[src/rtl/bf_machine.sv]
// Brainfuck interpreter: loads a program byte-stream, clears data memory,
// then executes with byte I/O through a simple rx/tx handshake.
module bf_machine #(
  parameter int PSIZELOG = 8,
  parameter int MSIZELOG = 8,
  parameter int CWIDTH   = 8,
  parameter int NESTLOG  = 5,
  parameter int MPWRAP   = 0
) (
  input  logic       clk,
  input  logic       rst,
  input  logic [7:0] rx_data,
  input  logic       new_rx,
  output logic [7:0] tx_data,
  output logic       tx_send,
  input  logic       tx_busy,
  output logic [2:0] state,
  output logic [4:0] err
);

  typedef enum logic [2:0] {
    S_IDLE  = 3'd0,
    S_LOAD  = 3'd1,
    S_CLEAR = 3'd2,
    S_EXEC  = 3'd3,
    S_SKIPR = 3'd4,
    S_SKIPL = 3'd5
  } state_t;

  localparam logic [2:0] OP_INC   = 3'd0;
  localparam logic [2:0] OP_DEC   = 3'd1;
  localparam logic [2:0] OP_LEFT  = 3'd2;
  localparam logic [2:0] OP_RIGHT = 3'd3;
  localparam logic [2:0] OP_JZ    = 3'd4;
  localparam logic [2:0] OP_JNZ   = 3'd5;
  localparam logic [2:0] OP_OUT   = 3'd6;
  localparam logic [2:0] OP_IN    = 3'd7;

  localparam int E_POVER   = 4;
  localparam int E_MPUNDER = 3;
  localparam int E_MPOVER  = 2;
  localparam int E_NEST    = 1;
  localparam int E_UNM     = 0;

  localparam int PDEPTH_N = 1 << PSIZELOG;
  localparam int MDEPTH_N = 1 << MSIZELOG;
  localparam logic WRAP   = (MPWRAP != 0);

  localparam logic [PSIZELOG:0]   P_ZERO  = {(PSIZELOG+1){1'b0}};
  localparam logic [PSIZELOG:0]   P_ONE   = {{PSIZELOG{1'b0}}, 1'b1};
  localparam logic [PSIZELOG:0]   P_DEPTH = {1'b1, {PSIZELOG{1'b0}}};
  localparam logic [MSIZELOG-1:0] M_ZERO  = {MSIZELOG{1'b0}};
  localparam logic [MSIZELOG-1:0] M_ONE   = {{(MSIZELOG-1){1'b0}}, 1'b1};
  localparam logic [MSIZELOG-1:0] M_MAX   = {MSIZELOG{1'b1}};
  localparam logic [NESTLOG-1:0]  N_ZERO  = {NESTLOG{1'b0}};
  localparam logic [NESTLOG-1:0]  N_ONE   = {{(NESTLOG-1){1'b0}}, 1'b1};
  localparam logic [NESTLOG-1:0]  N_MAX   = {NESTLOG{1'b1}};
  localparam logic [CWIDTH-1:0]   C_ZERO  = {CWIDTH{1'b0}};
  localparam logic [CWIDTH-1:0]   C_ONE   = {{(CWIDTH-1){1'b0}}, 1'b1};

  function automatic logic f_is_cmd(input logic [7:0] b);
    case (b)
      8'h2B, 8'h2D, 8'h3C, 8'h3E, 8'h5B, 8'h5D, 8'h2E, 8'h2C: f_is_cmd = 1'b1;
      default: f_is_cmd = 1'b0;
    endcase
  endfunction

  function automatic logic [2:0] f_encode(input logic [7:0] b);
    case (b)
      8'h2B:   f_encode = OP_INC;
      8'h2D:   f_encode = OP_DEC;
      8'h3C:   f_encode = OP_LEFT;
      8'h3E:   f_encode = OP_RIGHT;
      8'h5B:   f_encode = OP_JZ;
      8'h5D:   f_encode = OP_JNZ;
      8'h2E:   f_encode = OP_OUT;
      8'h2C:   f_encode = OP_IN;
      default: f_encode = OP_INC;
    endcase
  endfunction

  logic [2:0]        r_prog [0:PDEPTH_N-1];
  logic [CWIDTH-1:0] r_mem  [0:MDEPTH_N-1];

  state_t              r_state;
  logic [PSIZELOG:0]   r_pc;
  logic [PSIZELOG:0]   r_plen;
  logic [MSIZELOG-1:0] r_mp;
  logic [NESTLOG-1:0]  r_nest;
  logic [4:0]          r_err;

  logic [2:0]          w_op;
  logic [CWIDTH-1:0]   w_cell;
  logic                w_at_end;
  logic                w_pc_zero;
  logic [PSIZELOG:0]   w_plen_eff;
  logic                w_rx_cmd;
  logic [2:0]          w_rx_op;
  logic                w_prog_we;
  logic                w_mem_we;
  logic [CWIDTH-1:0]   w_mem_wdata;

  assign w_op       = r_prog[r_pc[PSIZELOG-1:0]];
  assign w_cell     = r_mem[r_mp];
  assign w_at_end   = (r_pc == r_plen);
  assign w_pc_zero  = (r_pc == P_ZERO);
  // The byte that wakes Idle is a Load byte against a fresh, empty program.
  assign w_plen_eff = (r_state == S_IDLE) ? P_ZERO : r_plen;
  assign w_rx_cmd   = f_is_cmd(rx_data);
  assign w_rx_op    = f_encode(rx_data);
  assign w_prog_we  = ((r_state == S_IDLE) || (r_state == S_LOAD)) && new_rx &&
                      w_rx_cmd && (w_plen_eff != P_DEPTH);

  assign tx_data = w_cell[7:0];
  assign tx_send = (r_state == S_EXEC) && !w_at_end && (w_op == OP_OUT) && !tx_busy;
  assign state   = r_state;
  assign err     = r_err;

  // Data-memory write port: Clear zero-fill and cell-modifying instructions.
  always_comb begin
    w_mem_we    = 1'b0;
    w_mem_wdata = C_ZERO;
    case (r_state)
      S_CLEAR: w_mem_we = 1'b1;
      S_EXEC: begin
        if (!w_at_end) begin
          case (w_op)
            OP_INC: begin
              w_mem_we    = 1'b1;
              w_mem_wdata = w_cell + C_ONE;
            end
            OP_DEC: begin
              w_mem_we    = 1'b1;
              w_mem_wdata = w_cell - C_ONE;
            end
            OP_IN: begin
              w_mem_we    = new_rx;
              w_mem_wdata = CWIDTH'(rx_data);
            end
            default: w_mem_we = 1'b0;
          endcase
        end else begin
          w_mem_we = 1'b0;
        end
      end
      default: w_mem_we = 1'b0;
    endcase
  end

  // Program and data stores (no reset).
  always_ff @(posedge clk) begin
    if (w_prog_we) begin
      r_prog[w_plen_eff[PSIZELOG-1:0]] <= w_rx_op;
    end
    if (w_mem_we) begin
      r_mem[r_mp] <= w_mem_wdata;
    end
  end

  // Main control FSM.
  always_ff @(posedge clk or posedge rst) begin
    if (rst) begin
      r_state <= S_IDLE;
      r_pc    <= P_ZERO;
      r_plen  <= P_ZERO;
      r_mp    <= M_ZERO;
      r_nest  <= N_ZERO;
      r_err   <= 5'b00000;
    end else begin
      case (r_state)
        S_IDLE, S_LOAD: begin
          if (new_rx) begin
            if (r_state == S_IDLE) begin
              r_err <= 5'b00000;
            end
            if (rx_data == 8'h21) begin
              r_plen  <= w_plen_eff;
              r_mp    <= M_ZERO;
              r_state <= S_CLEAR;
            end else if (w_rx_cmd) begin
              if (w_plen_eff == P_DEPTH) begin
                r_err[E_POVER] <= 1'b1;
                r_state        <= S_IDLE;
              end else begin
                r_plen  <= w_plen_eff + P_ONE;
                r_state <= S_LOAD;
              end
            end else begin
              r_plen  <= w_plen_eff;
              r_state <= S_LOAD;
            end
          end
        end

        // r_mp doubles as the clear address and wraps back to 0 on exit.
        S_CLEAR: begin
          r_mp <= r_mp + M_ONE;
          if (r_mp == M_MAX) begin
            r_pc    <= P_ZERO;
            r_state <= S_EXEC;
          end
        end

        S_EXEC: begin
          if (w_at_end) begin
            r_state <= S_IDLE;
          end else begin
            case (w_op)
              OP_INC, OP_DEC: r_pc <= r_pc + P_ONE;
              OP_LEFT: begin
                if (!WRAP && (r_mp == M_ZERO)) begin
                  r_err[E_MPUNDER] <= 1'b1;
                  r_state          <= S_IDLE;
                end else begin
                  r_mp <= r_mp - M_ONE;
                  r_pc <= r_pc + P_ONE;
                end
              end
              OP_RIGHT: begin
                if (!WRAP && (r_mp == M_MAX)) begin
                  r_err[E_MPOVER] <= 1'b1;
                  r_state         <= S_IDLE;
                end else begin
                  r_mp <= r_mp + M_ONE;
                  r_pc <= r_pc + P_ONE;
                end
              end
              OP_JZ: begin
                r_nest <= N_ZERO;
                r_pc   <= r_pc + P_ONE;
                if (w_cell == C_ZERO) begin
                  r_state <= S_SKIPR;
                end
              end
              OP_JNZ: begin
                r_nest <= N_ZERO;
                if (w_cell == C_ZERO) begin
                  r_pc <= r_pc + P_ONE;
                end else if (w_pc_zero) begin
                  r_err[E_UNM] <= 1'b1;
                  r_state      <= S_IDLE;
                end else begin
                  r_pc    <= r_pc - P_ONE;
                  r_state <= S_SKIPL;
                end
              end
              OP_OUT: begin
                if (!tx_busy) begin
                  r_pc <= r_pc + P_ONE;
                end
              end
              OP_IN: begin
                if (new_rx) begin
                  r_pc <= r_pc + P_ONE;
                end
              end
              default: r_state <= S_IDLE;
            endcase
          end
        end

        S_SKIPR: begin
          if (w_at_end) begin
            r_err[E_UNM] <= 1'b1;
            r_state      <= S_IDLE;
          end else begin
            case (w_op)
              OP_JZ: begin
                if (r_nest == N_MAX) begin
                  r_err[E_NEST] <= 1'b1;
                  r_state       <= S_IDLE;
                end else begin
                  r_nest <= r_nest + N_ONE;
                  r_pc   <= r_pc + P_ONE;
                end
              end
              OP_JNZ: begin
                r_pc <= r_pc + P_ONE;
                if (r_nest != N_ZERO) begin
                  r_nest <= r_nest - N_ONE;
                end else begin
                  r_state <= S_EXEC;
                end
              end
              default: r_pc <= r_pc + P_ONE;
            endcase
          end
        end

        // Stepping left from pc 0 means no matching '[' exists.
        S_SKIPL: begin
          case (w_op)
            OP_JNZ: begin
              if (r_nest == N_MAX) begin
                r_err[E_NEST] <= 1'b1;
                r_state       <= S_IDLE;
              end else if (w_pc_zero) begin
                r_err[E_UNM] <= 1'b1;
                r_state      <= S_IDLE;
              end else begin
                r_nest <= r_nest + N_ONE;
                r_pc   <= r_pc - P_ONE;
              end
            end
            OP_JZ: begin
              if (r_nest == N_ZERO) begin
                r_pc    <= r_pc + P_ONE;
                r_state <= S_EXEC;
              end else if (w_pc_zero) begin
                r_err[E_UNM] <= 1'b1;
                r_state      <= S_IDLE;
              end else begin
                r_nest <= r_nest - N_ONE;
                r_pc   <= r_pc - P_ONE;
              end
            end
            default: begin
              if (w_pc_zero) begin
                r_err[E_UNM] <= 1'b1;
                r_state      <= S_IDLE;
              end else begin
                r_pc <= r_pc - P_ONE;
              end
            end
          endcase
        end

        default: r_state <= S_IDLE;
      endcase
    end
  end

endmodule

[config.mk]
export PLATFORM = sky130hd
export DESIGN_NAME = bf_machine
export DESIGN_NICKNAME = d
export VERILOG_FILES = /design/src/rtl/bf_machine.sv
export SDC_FILE = /design/constraint.sdc
export NUM_CORES = 2
export LEC_CHECK = 0
export CORE_MARGIN = 10
export CORE_UTILIZATION = 59
export DETAILED_ROUTE_END_ITERATION = 10
export PLACE_DENSITY = 0.76
export SLEW_MARGIN = 25
export SYNTH_ARGS = -nofsm -noshare
export SYNTH_HDL_FRONTEND = slang
export SYNTH_SLANG_ARGS = --single-unit
[constraint.sdc]
create_clock -name clk -period 17 [get_ports clk]
set_input_delay 1.7 -clock clk [delete_from_list [all_inputs] [get_ports clk]]
set_output_delay 1.7 -clock clk [all_outputs]
set_load 0.02 [all_outputs]
==> metrics <==
Net Sw Frac 0.220; CP max FO 101; DIE WIDTH 461 µm; Starting Density 0.594; Post-Synth XOR/XNOR Area 0.00184; Pleak 0.0341 µW; Synth Area in Compound Gates 0.0354; final period utilization 0.559; CTS buffer count 298; DRC 0; final net count 6,096; critical path type reg -> reg; Fin Hold WS 495 ps; mux share of post-synthesis cell area 0.150; slew margin rel. 0.218; Yosys top cell area share 0.739; Synth-to-Final Area Change 10.7%; Setup violations, final 0; Ports 29; DR vias 63,100; largest net degree at the start of global routing 231; adder-cell share of the synthesized area 0.00251; Worst path max stage delay 880 ps; Final Power 14,900 µW; CP cell instances buf_4 > buf_4 > mux4_2 > mux2_2 > a211oi_1 > o21ai_1 > nor4_1 > nand4_1 > ha_1 > o21ai_0 > a21oi_1 > o21ai_0 > o31a_1 > a21oi_4 > buf_6 > buf_4 > buf_4; Seq cells post-synth 2,855; largest cells by area after synthesis edfxtp_1 (74%), mux4_2 (12%), mux2i_1 (2.6%), nor2_1 (2.0%), a22oi_1 (1.1%); Die Height 461 µm; Clk network pwr share 0.419; Async S/R FF share, synth 0.0137; max-slew violation count 0; switching pwr 3280 µW; Synth Net Count 5,998; Routed WL per cell ~36 µm; filler instances 12,100; CTS Root Cell clkbuf_16; 1st-iter DRT viols 11,100; worst-skew pair later-pin latency approximately 950 ps; max cap viols 0; initial antenna violation count 14; clock-pin slew on the worst setup and hold paths 60 ps; PortBufs 28; core outline area 193,000 µm²; share of the yosys chip area belonging to registers 0.747; minimum clock period 9510 ps; Final ANT Viol Nets 0; Worst EP required around 18,000 ps; most common cell in the netlist edfxtp_1; Synth Flop Type edfxtp_1; Worst Skew 89.4 ps; Post-Synth Simple-Gate Area 0.0451; Yosys warning count 0; Synth Area per Inst ~19 µm²; CP max-delay cell dfrtp_4; RSZ-0062 raised after global routing false; setup TNS 0 ps; Crit path arrival time 10,090 ps; Core Util, Final 0.657; HP Class reg -> reg; die area 212,000 µm²; Hold Vio Cnt, Final 0; Clock Tree Buf Depth 4; Final WS setup between 7000 and 8000 ps; Comb power frac 0.066; Post-DP HPWL roughly 190 mm; FMAX 105 MHz; Int Pwr 11,600 µW; largest area contributor in the netlist edfxtp_1; startpoint types flop; vias in the first global route 61,600; Mapped Area 115,000 µm²; Seq pwr share 0.515; Post-CTS Hold Buffers 0; CTS tree done; Rows about 160; setup bufs post-CTS 0; first-pass GRT wire length 452 mm; layout cell share with drive strength beyond 1 0.204; combinational family with the most area after synthesis multiplexers; Cell variety after synth 99; Post-Place Worst Slack 7720 ps; CP endpoint kind flop; CP dominant cell by count buf_4; clk sink count 2,855; Post-synth EDFFs 2,816; CTS resizes 0; GRT overflow 0; power per cell area roughly 120 nW/µm²; Slew @ Worst Pin around 1200 ps; top cells by count, synth edfxtp_1 (2,816), nor2_1 (613), mux4_2 (610), mux2i_1 (299), nand2_1 (191); Avg Vias per Cell roughly 7; Post-Synthesis Cells 5,963; IR drop worst, VDD 0.114 mV; TritonRoute pass-1 iters 8; outcome finished, final reports clean; GP Congestion 0.974; H-tree depth 5; GRT Overall Usage 0.296; WL final around 320 mm
[through the flow]
step,area (µm²),std cells
2_1_floorplan,115000,5963
5_1_grt,127000,8798
3_5_place_dp,117000,8286
4_1_cts,127000,8796
6_report,127000,8806
3_3_place_gp,117000,8285
[state kept, by name (all words and copies together), names as in the netlist]
register / flops
err: 5
r_mem: 2048
r_mp: 8
r_nest: 5
r_pc: 9
r_plen: 9
r_prog: 768
state: 3
[per-layer routing]
metal  GRT usage  routed length (µm)  part of all wire  up-vias
li1            -                   -                 -    24600
met1       0.417              113000              0.36    32300
met2       0.418              137000              0.43     5225
met3       0.115               50700              0.16      937
met4       0.121               15100             0.048       14
met5           0                 118           0.00037        -
[worst max-delay path: cells and delay by family, from the launching register on]
| kind | cells | cell delay, ps |
|---|---|---|
| AO/OA/AOI/OAI | 7 | 1790 |
| adder cells (fa/ha/maj) | 1 | 510 |
| buffers and inverters | 5 | 3520 |
| flip-flops | 1 | 880 |
| multiplexers | 2 | 910 |
| AND/OR/NAND/NOR | 2 | 1220 |
[layout by cell type (no fill, tap or decap), types with 23 or more instances in the layout]
cell,instances
a21oi_1,80
a22o_1,26
a22oi_1,164
and3_1,30
buf_4,125
clkbuf_1,61
clkbuf_16,304
clkdlybuf4s50_1,28
clkinv_1,56
clkinv_2,48
dfrtp_1,30
edfxtp_1,2816
ha_1,23
inv_1,31
mux2_2,33
mux2i_1,299
mux4_2,610
nand2_1,181
nand3_1,100
nand4_1,34
nor2_1,601
nor3_1,24
nor4_1,23
o21ai_0,57
o22ai_1,35
[logic make-up after synthesis]
group	count (synthesis)
flops	2855
buf+inv	405
xor+xnor	24
compound gates	559
mux	945
fa+ha+maj	23
simple gates	1152
[path summary, 6_finish.rpt]
| check | from | to | slack (ps) | depth (start not counted) |
|---|---|---|---|---|
| max | r_mp[0] | r_mem[167][5] | 7490 | 17 |
| min | err[0] | err[0] | 500 | 2 |
| max reg2reg | r_mp[0] | r_mem[167][5] | 7490 | 17 |
| min reg2reg | err[0] | err[0] | 500 | 2 |
| max in group asynchronous | rst | r_pc[0] | 14920 | 2 |
| min in group asynchronous | rst | r_mp[6] | 1350 | 2 |
[power by group through the flow]
stage	Combinational, µW	Clock, µW	Sequential [µW]
3_5_place_dp	964	0	7840
2_1_floorplan	754	0	7800
4_1_cts	969	6270	7690
3_3_place_gp	955	0	7840
5_1_grt	1030	6550	7690
6_report	988	6250	7690
[cell type report]
cell class | count | area [µm²] | share of cell area
clock buffer | 369 | 7890 | 0.0623
tap | 2526 | 3160 | 0.0249
clock inverter | 141 | 1250 | 0.00985
multi-input combinational | 2703 | 27200 | 0.215
antenna | 9 | 22.5 | 0.000178
inverter | 35 | 134 | 0.00106
sequential | 2855 | 85600 | 0.675
timing repair buffer | 168 | 1480 | 0.0117
No activity file was read; power rests on OpenSTA's default activity.
